$ cat src/rtl/tone_pkg.sv
// Shared types and default widths for the tone generator.
package tone_pkg;

    localparam int unsigned DefPeriodW = 12;
    localparam int unsigned DefDurW    = 16;

    typedef enum logic [1:0] {
        StIdle,
        StAttack,
        StSustain,
        StRelease
    } tone_state_e;

endpackage

$ cat src/rtl/tone_phase.sv
// Tick-gated square-wave phase: sq toggles every `period` ticks.
module tone_phase
    import tone_pkg::*;
#(
    parameter int unsigned PERIOD_W = DefPeriodW
) (
    input  logic                clk,
    input  logic                reset,
    input  logic                tick,
    input  logic                clear,
    input  logic [PERIOD_W-1:0] period,
    output logic                sq
);

    logic [PERIOD_W-1:0] r_cnt;
    logic                r_sq;

    // A zero period means "silent": clear parks sq low and ticks are ignored.
    always_ff @(posedge clk or negedge reset) begin
        if (!reset) begin
            r_cnt <= '0;
            r_sq  <= 1'b0;
        end else if (clear) begin
            r_cnt <= '0;
            r_sq  <= (period != '0);
        end else if (tick && (period != '0)) begin
            if (r_cnt == period - 1'b1) begin
                r_cnt <= '0;
                r_sq  <= ~r_sq;
            end else begin
                r_cnt <= r_cnt + 1'b1;
            end
        end
    end

    assign sq = r_sq;

endmodule

$ cat src/rtl/tone_gen.sv
// Single-note square-wave tone generator with attack/sustain/release envelope.
module tone_gen
    import tone_pkg::*;
#(
    parameter int unsigned PERIOD_W = DefPeriodW,
    parameter int unsigned DUR_W    = DefDurW
) (
    input  logic                CLOCK_50,
    input  logic                reset,
    input  logic                tick,
    input  logic                start,
    input  logic [PERIOD_W-1:0] period,
    input  logic [DUR_W-1:0]    duration,
    input  logic [3:0]          volume,
    input  logic                abort,
    output logic [7:0]          audio_out,
    output logic                busy,
    output logic                done
);

    tone_state_e         r_state;
    tone_state_e         w_state_nxt;
    logic [PERIOD_W-1:0] r_period_l;
    logic [DUR_W-1:0]    r_dur_l;
    logic [3:0]          r_vol_l;
    logic [3:0]          r_env;
    logic [3:0]          w_env_nxt;
    logic [DUR_W-1:0]    r_sus_cnt;
    logic [DUR_W-1:0]    w_sus_nxt;
    logic                r_done;
    logic                w_accept;
    logic                w_to_idle;
    logic                w_ph_clear;
    logic [PERIOD_W-1:0] w_ph_period;
    logic                w_sq;

    always_ff @(posedge CLOCK_50 or negedge reset) begin
        if (!reset) begin
            r_state    <= StIdle;
            r_period_l <= '0;
            r_dur_l    <= '0;
            r_vol_l    <= '0;
            r_env      <= '0;
            r_sus_cnt  <= '0;
            r_done     <= 1'b0;
        end else begin
            r_state   <= w_state_nxt;
            r_env     <= w_env_nxt;
            r_sus_cnt <= w_sus_nxt;
            r_done    <= w_to_idle;
            if (w_accept) begin
                r_period_l <= period;
                r_dur_l    <= duration;
                r_vol_l    <= volume;
            end
        end
    end

    always_comb begin
        w_state_nxt = r_state;
        w_env_nxt   = r_env;
        w_sus_nxt   = r_sus_cnt;
        w_accept    = 1'b0;
        w_to_idle   = 1'b0;
        unique case (r_state)
            StIdle: begin
                if (start && (period != '0)) begin
                    w_accept    = 1'b1;
                    w_state_nxt = StAttack;
                    w_env_nxt   = '0;
                end
            end
            StAttack: begin
                if (abort) begin
                    w_state_nxt = StRelease;
                end else if (tick) begin
                    if (r_env < r_vol_l) w_env_nxt = r_env + 4'd1;
                    if (w_env_nxt == r_vol_l) begin
                        w_state_nxt = StSustain;
                        w_sus_nxt   = (r_dur_l == '0) ? DUR_W'(1) : r_dur_l;
                    end
                end
            end
            StSustain: begin
                if (abort) begin
                    w_state_nxt = StRelease;
                end else if (tick) begin
                    if (r_sus_cnt <= DUR_W'(1)) w_state_nxt = StRelease;
                    else                        w_sus_nxt   = r_sus_cnt - DUR_W'(1);
                end
            end
            StRelease: begin
                if (tick) begin
                    if (r_env != '0) w_env_nxt = r_env - 4'd1;
                    if (w_env_nxt == '0) begin
                        w_state_nxt = StIdle;
                        w_to_idle   = 1'b1;
                    end
                end
            end
            default: w_state_nxt = StIdle;
        endcase
    end

    // Phase runs on the latched period while a note is active; a zero period parks sq low.
    always_comb begin
        if (w_accept)                               w_ph_period = period;
        else if ((r_state == StIdle) || w_to_idle)  w_ph_period = '0;
        else                                        w_ph_period = r_period_l;
    end

    assign w_ph_clear = w_accept | w_to_idle;

    tone_phase #(
        .PERIOD_W(PERIOD_W)
    ) u_phase (
        .clk    (CLOCK_50),
        .reset  (reset),
        .tick   (tick),
        .clear  (w_ph_clear),
        .period (w_ph_period),
        .sq     (w_sq)
    );

    assign audio_out = w_sq ? {r_env, 4'b0000} : 8'd0;
    assign busy      = (r_state != StIdle);
    assign done      = r_done;

endmodule

$ cat config.mk
export PLATFORM = sky130hd
export DESIGN_NAME = tone_gen
export DESIGN_NICKNAME = d
export VERILOG_FILES = /design/src/rtl/tone_pkg.sv /design/src/rtl/tone_phase.sv /design/src/rtl/tone_gen.sv
export SDC_FILE = /design/constraint.sdc
export NUM_CORES = 1
export LEC_CHECK = 0
export BUFFER_PORTS_ARGS = -buffer_cell sky130_fd_sc_hd__buf_2
export CAP_MARGIN = 0
export CORE_UTILIZATION = 30
export DETAILED_ROUTE_END_ITERATION = 10
export HOLD_SLACK_MARGIN = 0.03
export PLACE_DENSITY_LB_ADDON = 0.12
export SLEW_MARGIN = 20
export SYNTH_ARGS = -nofsm -noshare
export SYNTH_HDL_FRONTEND = slang
export SYNTH_HIERARCHICAL = 1
export SYNTH_SLANG_ARGS = --single-unit
export TNS_END_PERCENT = 100
$ cat constraint.sdc
create_clock -name CLOCK_50 -period 13.7 [get_ports CLOCK_50]
set_input_delay 0.685 -clock CLOCK_50 [delete_from_list [all_inputs] [get_ports CLOCK_50]]
set_output_delay 0.685 -clock CLOCK_50 [all_outputs]
set_load 0.01 [all_outputs]
==> After elaboration in Yosys (flattened, before gate mapping) <==
Index checks and enable logic that the tools add are counted.
{ "word_totals": {"register_bits": 68, "inputBits": 37} }
{ "op_classes": {"addsub": 5, "n_lt_le_gt_ge": 2, "n_eq_ne": 18, "muxes": 44, "bitwise": 2, "n_reduce_logical": 18} }
{ "op_table": {"columns": ["operator", "n"], "rows": [
  ["$mux W16", 7],
  ["$mux W12", 5],
  ["$mux W4", 11],
  ["$pmux W16 S2", 1],
  ["$reduce_bool A12 Y1", 2],
  ["$mux W2", 9],
  ["$ne A2 B2 Y1 const B", 9],
  ["$le A16 B1 Y1 const B", 1],
  ["$logic_not A16 Y1", 1],
  ["$sub A16 B1 Y16 const B", 1],
  ["$reduce_and A7 Y1", 2],
  ["$add A12 B1 Y12 const B", 1],
  ["$eq A12 B12 Y1", 1],
  ["$ne A3 B3 Y1 const B", 4],
  ["$pmux W4 S3", 1],
  ["$sub A12 B1 Y12 const B", 1],
  ["$mux W1", 8],
  ["$mux W8", 1],
  ["$pmux W2 S4", 1],
  ["$reduce_bool A2 Y1", 4],
  ["$reduce_and A5 Y1", 1],
  ["$add A4 B1 Y4 const B", 1],
  ["$eq A2 B2 Y1 const B", 2],
  ["$eq A4 B4 Y1", 1],
  ["other kinds (12)", 13]
]} }

==> Depth between registers and ports, before layout <==
Gate-level depths: netlist of run 1.
{ "depth": {"ltp_word": 16, "depth_mapped": 18, "depth_no_buf": 15} }

==> By module <==
The synthesis of run 1 kept the hierarchy.
{ "modules_own_cells": {"columns": ["mod", "n_inst", "cells_per_inst", "area_each_um2", "seq_area_each_um2"], "rows": [
  ["tone_gen", 1, 355, 3563.4, 1376.3],
  ["tone_phase", 1, 141, 1187.4, 325.3]
]} }

==> Least setup slack after synthesis of run 1 <==
Ideal clock, no wire load.
{ "synth_path": {"path_type": "register to register", "startpoint": "register r_env[1]", "endpoint": "register u_phase.r_cnt[10]", "setup_time_ns": 0.148, "arrival_ns": 4.337, "required_ns": 13.552, "slack_ns": 9.215, "stages_incl_launch_ff": 19, "n_path_buf": 3, "synth_period_minus_slack_ns": 4.485, "cell_sequence": "dfrtp_1 buf_2 inv_1 ha_1 or4b_1 o22ai_1 and2_1 nor2_1 clkbuf_1 a22o_1 inv_1 ha_1 or4b_1 clkbuf_1 or4_1 a32oi_1 o211ai_1 o41ai_2 nor2_1"} }
{ "synth_via": {"elab_chain_len": 16, "elab_cells_between_ends": 21, "cone_classes": "add/sub (2); eq/ne (1); mux (11); bitwise (1); reduce/logical (6)"} }
{ "synth_lines": {"columns": ["item", "line", "text"], "rows": [
  ["from (decl)", "tone_gen.sv:26", "logic [3:0] r_env;"],
  ["from (signal assigned)", "tone_gen.sv:48", "r_env <= w_env_nxt;"],
  ["$sub A4 B1 Y4 or $reduce_bool A4 Y1 (tied branches)", "tone_gen.sv:94", "if (r_env != '0) w_env_nxt = r_env - 4'd1;"],
  ["$mux W4 (*)", "tone_gen.sv:94", null],
  ["$mux W4 (*)", "tone_gen.sv:93", "if (tick) begin"],
  ["$mux W4 (*)", "tone_gen.sv:65", "unique case (r_state)"],
  ["$logic_not A4 Y1 (*)", "tone_gen.sv:95", "if (w_env_nxt == '0) begin"],
  ["$mux W1 (*)", "tone_gen.sv:95", null],
  ["$mux W1 (*)", "tone_gen.sv:93", null],
  ["$mux W1 (*)", "tone_gen.sv:65", null],
  ["via w_to_idle", "tone_gen.sv:32", "logic w_to_idle;"],
  ["(+1 left out)", null, null],
  ["$mux W12 (*)", "tone_gen.sv:108", "else if ((r_state == StIdle) || w_to_idle) w_ph_period = '0;"],
  ["$mux W12 (*)", "tone_gen.sv:107", "if (w_accept) w_ph_period = period;"],
  ["via w_ph_period[1]", "tone_gen.sv:34", "logic [PERIOD_W-1:0] w_ph_period;"],
  ["$sub A12 B1 Y12", "tone_phase.sv:27", "if (r_cnt == period - 1'b1) begin"],
  ["$eq A12 B12 Y1", "tone_phase.sv:27", null],
  ["$mux W12", "tone_phase.sv:27", null],
  ["$mux W12", "tone_phase.sv:26", "end else if (tick && (period != '0)) begin"],
  ["$mux W12", "tone_phase.sv:23", "end else if (clear) begin"],
  ["to (signal assigned)", "tone_phase.sv:31", "r_cnt <= r_cnt + 1'b1;"],
  ["to (decl)", "tone_phase.sv:15", "logic [PERIOD_W-1:0] r_cnt;"]
]} }
The timed path passes the listed nets; every way through them passes the cells marked *. The select of a mux whose other input is x is not followed.
A chain may end at the register's enable or synchronous reset.

==> Worst setup path after layout of run 1 <==
{ "layout_path": {"startpoint": "register r_env[1]", "endpoint": "register u_phase.r_cnt[6]"} }
The elaborated chain is that of the path after synthesis.

==> results of run 1 <==
[state kept, by name, indices dropped and copies added (netlist names)]
| register | cells |
|---|---|
| r_env | 4 |
| u_phase/sq | 1 |
| u_phase/r_cnt | 12 |
| r_state | 2 |
| r_period_l | 12 |
| r_dur_l | 16 |
| r_sus_cnt | 16 |
| done | 1 |
| r_vol_l | 4 |
[synth_stat cells, drive strengths merged (16+ instances only)]
library cell  instances
dfrtp                68
nand2                31
mux2                 30
nor2                 28
inv                  22
nand3                20
o21ai                20
a21oi                19
nor3                 19
clkbuf               17
xnor2                16
[path summary, 6_finish.rpt]
| check | startpoint | end | slack (ns) | cells after the start |
|---|---|---|---|---|
| min in group asynchronous | reset | u_phase/sq$_DFFE_PN0P_ | 0.57 | 2 |
| min reg2reg | r_period_l[10]$_DFFE_PN0P_ | r_period_l[10]$_DFFE_PN0P_ | 0.51 | 1 |
| max in group asynchronous | reset | r_dur_l[12]$_DFFE_PN0P_ | 12.54 | 2 |
| max | r_env[1]$_DFFE_PN0P_ | u_phase/r_cnt[6]$_DFFE_PN0P_ | 8.57 | 15 |
| min | r_period_l[10]$_DFFE_PN0P_ | r_period_l[10]$_DFFE_PN0P_ | 0.51 | 1 |
| max reg2reg | r_env[1]$_DFFE_PN0P_ | u_phase/r_cnt[6]$_DFFE_PN0P_ | 8.57 | 15 |
[cells by family after synthesis]
group,count (synthesis),share of synthesized area (%)
xor gates and xnor gates,24,4.58
muxes,33,7.74
buffers and inverters,54,5.69
AOI/OAI and AO/OA,124,21.6
adders and majority gates,13,3.42
other,1,0.0789
DFF,68,35.8
and+or+nand+nor,179,21.1
[stage by stage]
step | cells | utilization, %
floorplan | 499 | -
global placement | 726 | 33.4
detailed placement | 726 | 33.4
CTS | 741 | 35.3
global route | 741 | 35.3
finish | 741 | 35.3
[where the power goes]
part | internal, mW | leakage, nW | switching, mW | total [mW]
Combinational | 0.297 | 1.12 | 0.398 | 0.695
Clock | 0.145 | 0.138 | 0.0918 | 0.236
Sequential | 0.290 | 0.826 | 0.0998 | 0.390
[placed cells by master (no fill, tap or decap), drive strengths merged, types with 3 or more instances in the layout]
cell type   n
clkbuf     11
o22ai       6
a2bb2oi     3
a211o       4
a22o       14
and3        5
nor2       28
or4         7
buf        47
nand2b      9
or3         7
nand2      31
nand4       7
a21oi      19
a211oi      4
and2       10
o21ai      20
o2111ai     3
nor2b       6
xor2        8
o41ai       6
nor4       12
inv        22
mux2i       3
dfrtp      68
or2         4
nor3       19
a41oi      11
o211ai      4
nand3      20
o31ai       5
mux2       30
ha         13
nand3b      4
conb        4
xnor2      16
[layer usage]
metal | up-vias | share of wire, % | global-route usage, %
met4 | 0 | 1.5 | 5.81
li1 | 1922 | - | -
met5 | - | 0 | 0
met1 | 1909 | 47 | 20.2
met3 | 11 | 3.6 | 3.55
met2 | 77 | 48 | 26.9
[final cells by class]
cell class / count / area [sq um] / share of cell area, %
multi-input combinational: 377 / 2810 / 52.0
tap: 211 / 264 / 4.89
inverter: 23 / 86.3 / 1.60
timing repair buffer: 47 / 248 / 4.59
sequential: 68 / 1700 / 31.5
clock buffer: 11 / 243 / 4.49
clock inverter: 4 / 50.0 / 0.926
==> flow_metrics.env, run 1 <==
export IMPL_cts_repair_resize_count=0
export IMPL_setup_tns_final_ns=0
export IMPL_final_nets=576
export IMPL_number_of_enable_type_register_cells_in_the_synthesized_netlist=0
export IMPL_grt_total_usage_pct=16.0
export IMPL_ys_warnings_count=6
export IMPL_final_max_slew_violation_count=0
export IMPL_end_kind="flip-flop"
export IMPL_outcome="complete, no violations"
export IMPL_skew_ns=0.00913
export IMPL_clk_transition_reported_paths_ns=0.06
export IMPL_grt_setup_unrepaired="no"
export IMPL_max_slew_margin_rel_pct=28.3
export IMPL_filler_cell_count=1614
export IMPL_cp_max_fo=12
export IMPL_globalplace_congestion=0.784
export IMPL_pleak_nw=2.09
export IMPL_cts_root_to_sink_buffers=2
export IMPL_clock_fmax_mhz=195
export IMPL_layout_worst_path_cycle_share_pct=37.4
export IMPL_firstDrtPassIters=4
export IMPL_drt_initial_drc_count=217
export IMPL_maximum_cell_stage_delay_along_the_critical_path_ns=0.73
export IMPL_drt_drc_violations_left=0
export IMPL_grt_first_pass_wirelength_mm=20.1
export IMPL_std_cell_rows=45
export IMPL_finalSetupViolCount=0
export IMPL_num_io_pins=47
export IMPL_worst_hold_slack_ns=0.507
export IMPL_flow_area_growth_from_synthesis_pct=13.7
export IMPL_synth_area_sq_mm=0.00475
export IMPL_clock_latency_on_the_worst_skew_pair_ns=0.35
export IMPL_drt_antenna_violating_nets=0
export IMPL_die_w_um=128
export IMPL_final_min_clock_period_ns=5.13
export IMPL_data_required_critical_path_ns=13.89
export IMPL_dpl_cell_area_sq_mm=0.00511
export IMPL_setup_worst_path_start_class="flip-flop"
export IMPL_synthDistinctLibCells=83
export IMPL_place_detailed_hpwl_mm=8.81
export IMPL_starting_density_of_the_core_pct=31.0
export IMPL_timing_final_ws_setup_ns=8.57
export IMPL_cts_inserted_buffers=9
export IMPL_antenna_cells_inserted=0
export IMPL_highest_ir_drop_seen_on_vdd_mv=0.0911
export IMPL_sink_count=68
export IMPL_io_buffer_count=42
export IMPL_worstPathCellList="inv_1 > ha_1 > or4b_1 > o22ai_1 > and2_1 > nor2_1 > a22o_1 > inv_1 > ha_1 > or4b_1 > or4_1 > a32oi_1 > o211ai_1 > o41ai_2 > nor2_1"
export IMPL_yosysTopAreaCell="dfrtp_1"
export IMPL_p_total_mw=1.32
export IMPL_cts_htree_levels=3
export IMPL_post_cts_setup_buffers=0
export IMPL_die_area_sq_mm=0.0163
export IMPL_max_cap_violations=0
export IMPL_grt_residual_overflow=0
export IMPL_synth_async_reset_ratio_pct=100
export IMPL_postCtsHoldBufs=0
export IMPL_tightest_slew_ns=1.07
export IMPL_hp_class="reg -> reg"
export IMPL_synthDominantCellAreaShare_pct=35.8
export IMPL_worstPathBufferInverterCount=2
export IMPL_core_area_sq_mm=0.0153
export IMPL_tritoncts="yes"
export IMPL_die_height_um=128
export IMPL_grt_antenna_before_repair=0
export IMPL_via_count=3919
export IMPL_synth_area_leaders="dfrtp_1 (36%), mux2_2 (6.9%), ha_1 (3.4%)"
export IMPL_pre_cts_slack_ns=8.39
export IMPL_p_per_area_mw_per_mm2=245
export IMPL_totalWireLength_mm=12.2
export IMPL_drive_above_1_share_pct=23.4
export IMPL_cpLargestDelayFamily="simple AND/OR/NAND/NOR gates"
export IMPL_finalInstanceArea_sq_mm=0.00540
export IMPL_cpMaxStageDelayCell="o41ai_2"
export IMPL_crit_type="reg -> reg"
export IMPL_synth_seq_cells=68
export IMPL_post_synth_inst_count=496
export IMPL_wire_per_inst_um=16.5
export IMPL_maximum_number_of_pins_on_one_net_before_global_route_repair=69
export IMPL_critical_path_arrival_ns=5.32
export IMPL_dominantRegCellSynth="dfrtp_1"
export IMPL_post_synth_cell_area_avg_sq_um=9.58
export IMPL_first_global_vias=3897
export IMPL_synth_seq_area_share_pct=35.8
export IMPL_clock_root_buffer="clkbuf_16"
export IMPL_vias_per_cell=5.29
export IMPL_hold_viol=0
Note: power is estimated with default switching activity, not from simulation.
==> inputs of run 2 (changes only) <==
--- a/config.mk
+++ b/config.mk
@@ -5,6 +5,7 @@
 export SDC_FILE = /design/constraint.sdc
 export NUM_CORES = 1
 export LEC_CHECK = 0
+export ABC_AREA = 1
 export BUFFER_PORTS_ARGS = -buffer_cell sky130_fd_sc_hd__buf_2
 export CAP_MARGIN = 0
 export CORE_UTILIZATION = 30
==> constraint.sdc (replaced) <==
create_clock -name CLOCK_50 -period 4.3 [get_ports CLOCK_50]
set_input_delay 0.215 -clock CLOCK_50 [delete_from_list [all_inputs] [get_ports CLOCK_50]]
set_output_delay 0.215 -clock CLOCK_50 [all_outputs]
set_load 0.01 [all_outputs]
==> run 2 against run 1 <==
Compared with the run above: critical path depth is 5 higher; sequential power increased to 2.9 times the previous value; critical endpoint is now u_phase/r_cnt[10]$_DFFE_PN0P_; hold slack got worse by 0.43 ns; combinational power grew to 3.5 times the previous value; utilization is 0.11 points higher; global-route usage decreased by 0.64 points.
==> flow_metrics.env, run 2 <==
export IMPL_outcome="complete, no violations"
export IMPL_totalWireLength_mm=11.6
export IMPL_wl_met3_um=458
export IMPL_globalplace_congestion=0.833
export IMPL_worst_r2r_endpoint="u_phase/r_cnt[10]$_DFFE_PN0P_"
export IMPL_synthDistinctLibCells=39
export IMPL_tightest_slew_ns=0.766
export IMPL_top_regs="r_dur_l (16), r_sus_cnt (16)"
export IMPL_synth_area_sq_mm=0.00469
export IMPL_num_io_pins=47
export IMPL_hp_class="in -> reg"
export IMPL_final_nets=741
export IMPL_die_w_um=127
export IMPL_io_buffer_count=42
export IMPL_synth_async_reset_ratio_pct=100
export IMPL_filler_cell_count=1609
export IMPL_die_area_sq_mm=0.0161
export IMPL_cts_root_to_sink_buffers=2
export IMPL_pre_cts_slack_ns=0.359
export IMPL_synth_seq_cells=68
export IMPL_std_cell_rows=45
export IMPL_sink_count=68
export IMPL_holdPathEnd="r_dur_l[2]$_DFFE_PN0P_"
export IMPL_most_common_layout_cells="nand2_1 (182), inv_1 (86), dfrtp_1 (68)"
export IMPL_final_min_clock_period_ns=3.84
export IMPL_post_synth_inst_count=651
export IMPL_flow_area_growth_from_synthesis_pct=14.8
export IMPL_routed_wl_met2_mm=5.02
export IMPL_ys_warnings_count=6
export IMPL_layout_worst_path_cycle_share_pct=89.2
export IMPL_hold_viol=0
export IMPL_synth_top_cells_by_count="nand2_1 (182), inv_1 (86), dfrtp_1 (68), o21ai_0 (63), nor2_1 (49)"
export IMPL_cts_inserted_buffers=9
export IMPL_worstHoldPathCells=3
export IMPL_via_count=4137
export IMPL_drt_drc_violations_left=0
export IMPL_finalSetupViolCount=0
export IMPL_drt_initial_drc_count=253
export IMPL_critical_path_startpoint="r_env[1]$_DFFE_PN0P_"
export IMPL_tritoncts="yes"
export IMPL_setup_tns_final_ns=0
export IMPL_synthDominantCellAreaShare_pct=36.3
export IMPL_max_slew_margin_rel_pct=49.0
export IMPL_grt_total_usage_pct=15.4
export IMPL_maximum_number_of_pins_on_one_net_before_global_route_repair=39
export IMPL_synthMostInstantiatedCell="nand2_1"
export IMPL_max_cap_violations=0
export IMPL_core_area_sq_mm=0.0152
export IMPL_starting_density_of_the_core_pct=30.8
export IMPL_antenna_cells_inserted=0
export IMPL_clk_transition_reported_paths_ns=0.06
export IMPL_crit_type="reg -> reg"
export IMPL_drt_met1_wl_mm=6.01
export IMPL_drt_antenna_violating_nets=0
export IMPL_post_synth_cell_area_avg_sq_um=7.20
export IMPL_synth_area_leaders="dfrtp_1 (36%), nand2_1 (15%), inv_1 (6.9%)"
export IMPL_final_max_slew_violation_count=0
export IMPL_cp_max_fo=23
export IMPL_clock_latency_on_the_worst_skew_pair_ns=0.34
export IMPL_pleak_nw=2.65
export IMPL_reg2regPathDepth=20
export IMPL_timing_final_ws_setup_ns=0.464
export IMPL_firstDrtPassIters=5
export IMPL_highest_ir_drop_seen_on_vdd_mv=0.263
export IMPL_p_per_area_mw_per_mm2=813
export IMPL_number_of_enable_type_register_cells_in_the_synthesized_netlist=0
export IMPL_place_detailed_hpwl_mm=8.77
export IMPL_end_kind="flip-flop"
export IMPL_worstHoldStart="duration[2]"
export IMPL_drive_above_1_share_pct=17.0
export IMPL_top_layer="met4"
export IMPL_grt_first_pass_wirelength_mm=19.5
export IMPL_grt_antenna_before_repair=0
export IMPL_first_global_vias=3945
export IMPL_vias_per_cell=4.68
export IMPL_grt_residual_overflow=0
export IMPL_synth_seq_area_share_pct=36.3
export IMPL_dominantRegCellSynth="dfrtp_1"
export IMPL_yosysTopAreaCell="dfrtp_1"
export IMPL_grt_setup_unrepaired="no"
export IMPL_cts_htree_levels=3
export IMPL_r2r_setup_slack_ns=0.46
export IMPL_clock_root_buffer="clkbuf_16"
export IMPL_die_height_um=127
export IMPL_launch_point_of_the_worst_reg_to_reg_path="r_env[1]$_DFFE_PN0P_"
export IMPL_wire_per_inst_um=13.1
export IMPL_skew_ns=0.00837
export IMPL_setup_worst_path_start_class="flip-flop"
export IMPL_data_required_critical_path_ns=4.51
export IMPL_clock_fmax_mhz=261
export IMPL_final_common_cell="nand2_1"
export IMPL_critical_path_arrival_ns=4.05
run 2: changes by cell type after synthesis, sizes merged, moves of 11 or more:
| cell | previous run | this run |
|---|---|---|
| a22o | 14 | 0 |
| a41oi | 11 | 0 |
| inv | 22 | 91 |
| mux2 | 30 | 0 |
| nand2 | 31 | 194 |
| nand3 | 20 | 42 |
| nor2 | 28 | 57 |
| nor3 | 19 | 7 |
| o21ai | 20 | 77 |
run 2: worst max-delay path by stage:
stage                                                to  slack (ns)
after CTS                 u_phase/r_cnt[10]$_DFFE_PN0P_        0.34
after floorplan            u_phase/r_cnt[6]$_DFFE_PN0P_        1.27
after detailed placement  u_phase/r_cnt[10]$_DFFE_PN0P_        0.36
after global routing             u_phase/sq$_DFFE_PN0P_        0.10
after global placement    u_phase/r_cnt[10]$_DFFE_PN0P_        0.56
final                     u_phase/r_cnt[10]$_DFFE_PN0P_        0.46
run 2: report_power, final:
part | total [mW] | internal, mW | switching, mW
Combinational | 2.41 | 0.832 | 1.58
Sequential | 1.13 | 0.911 | 0.219
Clock | 0.835 | 0.541 | 0.293
Total | 4.37 | 2.28 | 2.09
run 2: routing by layer:
| layer | track usage [%] | vias to the layer above |
|---|---|---|
| met1 | 21.7 | 1889 |
| met5 | 0 | - |
| met2 | 23.6 | 78 |
| li1 | - | 2160 |
| met3 | 2.76 | 10 |
| met4 | 5.25 | 0 |
run 2: cells by family after synthesis:
logic type / count (synthesis) / share of synthesized area [%]
XOR/XNOR: 25 / 4.67
adder cells (fa/ha/maj): 13 / 3.47
buffers and inverters: 111 / 10.4
other: 1 / 0.0800
AND/OR/NAND/NOR: 324 / 31.2
flip-flops: 68 / 36.3
AO/OA/AOI/OAI: 109 / 13.9
run 2: stage by stage:
step                      total power [mW]  hold WS, ns  utilization [%]  std cells  instance area (sq um)
after floorplan                       3.04      -0.0806                -        654                   4700
after global placement                3.53        0.341             33.1        867                   5030
after detailed placement              3.55        0.338             33.1        867                   5030
after CTS                             4.42       0.0707             35.4        884                   5380
after global routing                  4.82       0.0884             35.4        884                   5380
final                                 4.37       0.0795             35.4        884                   5380
run 2: worst max-delay path, stage by stage, from the launching register on:
cell,delay [ns]
dfrtp_1,0.46
inv_1,0.16
ha_1,0.23
nand3_1,0.18
nand2_1,0.09
o21ai_0,0.11
nand2_1,0.11
nor3_2,0.05
nand3_1,0.13
nand2_1,0.27
o21ai_0,0.68
nor2_2,0.12
nand2_4,0.13
nor2_2,0.06
nand2_1,0.08
nand2_1,0.09
nand2_4,0.26
nand2_1,0.13
nor2_1,0.14
xor2_1,0.20
a21oi_2,0.05
run 2: final cells by class:
class / count / area (sq um) / area share [%]
Clock buffer: 11 / 253 / 4.70
Sequential cell: 68 / 1700 / 31.6
Inverter: 91 / 342 / 6.35
Tap cell: 188 / 235 / 4.37
Timing Repair Buffer: 46 / 243 / 4.51
Multi-Input combinational cell: 475 / 2520 / 46.9
Clock inverter: 5 / 82.6 / 1.53
run 2: what timing repair did:
| item | 4_1_cts | 5_1_grt |
|---|---|---|
| buffers inserted | 0 | 0 |
| gates resized for setup | 0 | 3 |
| hold buffers | 1 | 0 |
| endpoints found under the hold margin | 30 | 0 |
| setup endpoints to repair | 0 | 4 |
==> inputs of run 3 (changes only) <==
--- a/config.mk
+++ b/config.mk
@@ -8,6 +8,7 @@
 export ABC_AREA = 1
 export BUFFER_PORTS_ARGS = -buffer_cell sky130_fd_sc_hd__buf_2
 export CAP_MARGIN = 0
+export CORE_ASPECT_RATIO = 1.1
 export CORE_UTILIZATION = 30
 export DETAILED_ROUTE_END_ITERATION = 10
 export HOLD_SLACK_MARGIN = 0.03
==> run 3 against run 2 <==
Compared with the run above: combinational power barely moved; global-route usage up 0.48 points; clock skew down 0.0029 ns; clock-buffer cell count is 1 lower; register-to-register slack improved by 0.06 ns; non-clock buffer count grew 1; worst setup slack gained 0.057 ns; first-iteration DRC count fell by 19%.
==> flow_metrics.env, run 3 (synthesis gave the netlist of run 2 again) <==
export IMPL_final_min_clock_period_ns=3.78
export IMPL_starting_density_of_the_core_pct=30.9
export IMPL_via_count=4135
export IMPL_sink_count=68
export IMPL_maximum_number_of_pins_on_one_net_before_global_route_repair=54
export IMPL_grt_first_pass_wirelength_mm=19.9
export IMPL_setup_tns_final_ns=0
export IMPL_layout_cells_non_filler=893
export IMPL_pleak_nw=2.66
export IMPL_max_cap_violations=0
export IMPL_grt_setup_unrepaired="no"
export IMPL_finalSetupViolCount=0
export IMPL_die_w_um=121
export IMPL_layout_worst_path_cycle_share_pct=87.9
export IMPL_cts_inserted_buffers=9
export IMPL_grt_total_usage_pct=15.9
export IMPL_clock_fmax_mhz=265
export IMPL_io_buffer_count=42
export IMPL_worstHoldPathCells=3
export IMPL_clk_transition_reported_paths_ns=0.06
export IMPL_clock_root_buffer="clkbuf_16"
export IMPL_die_height_um=133
export IMPL_vias_per_cell=4.63
export IMPL_drt_antenna_violating_nets=0
export IMPL_post_cts_setup_buffers=0
export IMPL_crit_type="reg -> reg"
export IMPL_highest_ir_drop_seen_on_vdd_mv=0.227
export IMPL_final_common_cell="nand2_1"
export IMPL_hp_class="in -> reg"
export IMPL_flow_area_growth_from_synthesis_pct=15.3
export IMPL_clock_latency_on_the_worst_skew_pair_ns=0.34
export IMPL_totalWireLength_mm=11.7
export IMPL_switching_share_pct=47.5
export IMPL_place_detailed_hpwl_mm=8.91
export IMPL_power_switching_mw=2.10
export IMPL_num_io_pins=47
export IMPL_critical_path_arrival_ns=4.01
export IMPL_drt_initial_drc_count=204
export IMPL_data_required_critical_path_ns=4.53
export IMPL_globalplace_congestion=0.837
export IMPL_antenna_cells_inserted=0
export IMPL_drt_drc_violations_left=0
export IMPL_tritoncts="yes"
export IMPL_grt_residual_overflow=0
export IMPL_launch_point_of_the_worst_reg_to_reg_path="r_env[1]$_DFFE_PN0P_"
export IMPL_drive_above_1_share_pct=16.9
export IMPL_setup_worst_path_start_class="flip-flop"
export IMPL_core_area_sq_mm=0.0152
export IMPL_hold_viol=0
export IMPL_power_frac_comb_pct=54.9
export IMPL_worstHoldStart="duration[2]"
export IMPL_cts_htree_levels=3
export IMPL_outcome="complete, no violations"
export IMPL_first_global_vias=4201
export IMPL_skew_ns=0.00550
export IMPL_finalInstanceArea_sq_mm=0.00540
export IMPL_seqPwrFrac_pct=25.6
export IMPL_power_internal_mw=2.31
export IMPL_finalCoreUtilization_pct=35.6
export IMPL_wire_per_inst_um=13.1
export IMPL_area_sequential_sq_mm=0.00170
export IMPL_cts_root_to_sink_buffers=2
export IMPL_cp_max_fo=12
export IMPL_reg2regPathDepth=22
export IMPL_p_per_area_mw_per_mm2=816
export IMPL_final_max_slew_violation_count=0
export IMPL_most_common_layout_cells="nand2_1 (182), inv_1 (86), dfrtp_1 (68)"
export IMPL_top_regs="r_dur_l (16), r_sus_cnt (16)"
export IMPL_final_nets=742
export IMPL_tightest_slew_ns=0.717
export IMPL_firstDrtPassIters=4
export IMPL_end_kind="flip-flop"
export IMPL_die_area_sq_mm=0.0161
export IMPL_power_clock_fraction_pct=19.5
export IMPL_max_slew_margin_rel_pct=52.2
export IMPL_dpl_cell_area_sq_mm=0.00505
export IMPL_multi_input_area_sq_mm=0.00252
export IMPL_holdPathEnd="r_dur_l[2]$_DFFE_PN0P_"
export IMPL_r2r_setup_slack_ns=0.52
export IMPL_post_place_cells=876
export IMPL_filler_cell_count=1663
export IMPL_worst_r2r_endpoint="u_phase/sq$_DFFE_PN0P_"
export IMPL_grt_antenna_before_repair=0
export IMPL_std_cell_rows=47
run 3: final cells by class:
class                   instances  share of cell area, %
multi-input cells             475                   46.7
flip-flops and latches         68                   31.5
inverters                      91                   6.32
repair buffers                 47                   4.63
well taps                     196                   4.54
clock buffers                  10                   4.24
clock inverters                 6                   2.08
run 3: repair_timing:
| item | CTS | global route |
|---|---|---|
| endpoints found under the setup margin | 0 | 8 |
| hold buffers | 1 | 0 |
| endpoints found under the hold margin | 15 | 0 |
| gates resized for setup | 0 | 3 |
run 3: worst max-delay path by stage:
stage / startpoint / endpoint / slack [ns] / cells past startpoint
after floorplan: r_env[0]$_DFFE_PN0P_ / u_phase/r_cnt[6]$_DFFE_PN0P_ / 1.27 / 22
after global placement: r_env[1]$_DFFE_PN0P_ / u_phase/r_cnt[10]$_DFFE_PN0P_ / 0.60 / 20
after detailed placement: r_env[1]$_DFFE_PN0P_ / u_phase/r_cnt[10]$_DFFE_PN0P_ / 0.35 / 19
after CTS: r_env[1]$_DFFE_PN0P_ / u_phase/r_cnt[10]$_DFFE_PN0P_ / 0.33 / 19
after global routing: r_env[1]$_DFFE_PN0P_ / u_phase/sq$_DFFE_PN0P_ / 0.03 / 22
final: r_env[1]$_DFFE_PN0P_ / u_phase/sq$_DFFE_PN0P_ / 0.52 / 22
run 3: per-layer routing:
layer	vias up	track usage [%]	wire, um
met3	15	3.64	392
met2	55	27.1	5810
met5	-	0	0
met4	0	5.01	206
li1	2147	-	-
met1	1918	19.7	5320
run 3: worst max-delay path: stages (launching register included):
cell and delay [ns]:
dfrtp_1 0.46, inv_1 0.15, ha_1 0.22, nand3_1 0.17
o21ai_0 0.26, nand2_1 0.11, nor3_2 0.14, nand3_1 0.14
nand2_1 0.33, o21ai_0 0.23, inv_2 0.12, ha_1 0.23
nand2_4 0.10, nor2_2 0.13, nand2_1 0.06, nand2_1 0.10
nand3_2 0.07, nor2_2 0.13, nand3_2 0.14, nand2_4 0.20
nand2_1 0.08, nand2_1 0.06, nand2_1 0.05
run 3: power groups by stage:
stage                     Clock, mW  Sequential, mW  Combinational (mW)
after detailed placement          0            1.14                2.42
after global routing          0.915            1.17                2.77
after floorplan                   0            1.07                1.97
after global placement            0            1.14                2.41
after CTS                     0.887            1.13                2.43
final                         0.860            1.13                2.42
run 3: per-stage QoR:
| step | hold slack, ns | worst slack, ns | power (mW) |
|---|---|---|---|
| after floorplan | -0.0806 | 1.27 | 3.04 |
| after global placement | 0.159 | 0.600 | 3.55 |
| after detailed placement | 0.157 | 0.348 | 3.56 |
| after CTS | 0.0603 | 0.334 | 4.45 |
| after global routing | 0.0707 | 0.0329 | 4.86 |
| final | 0.0674 | 0.520 | 4.41 |
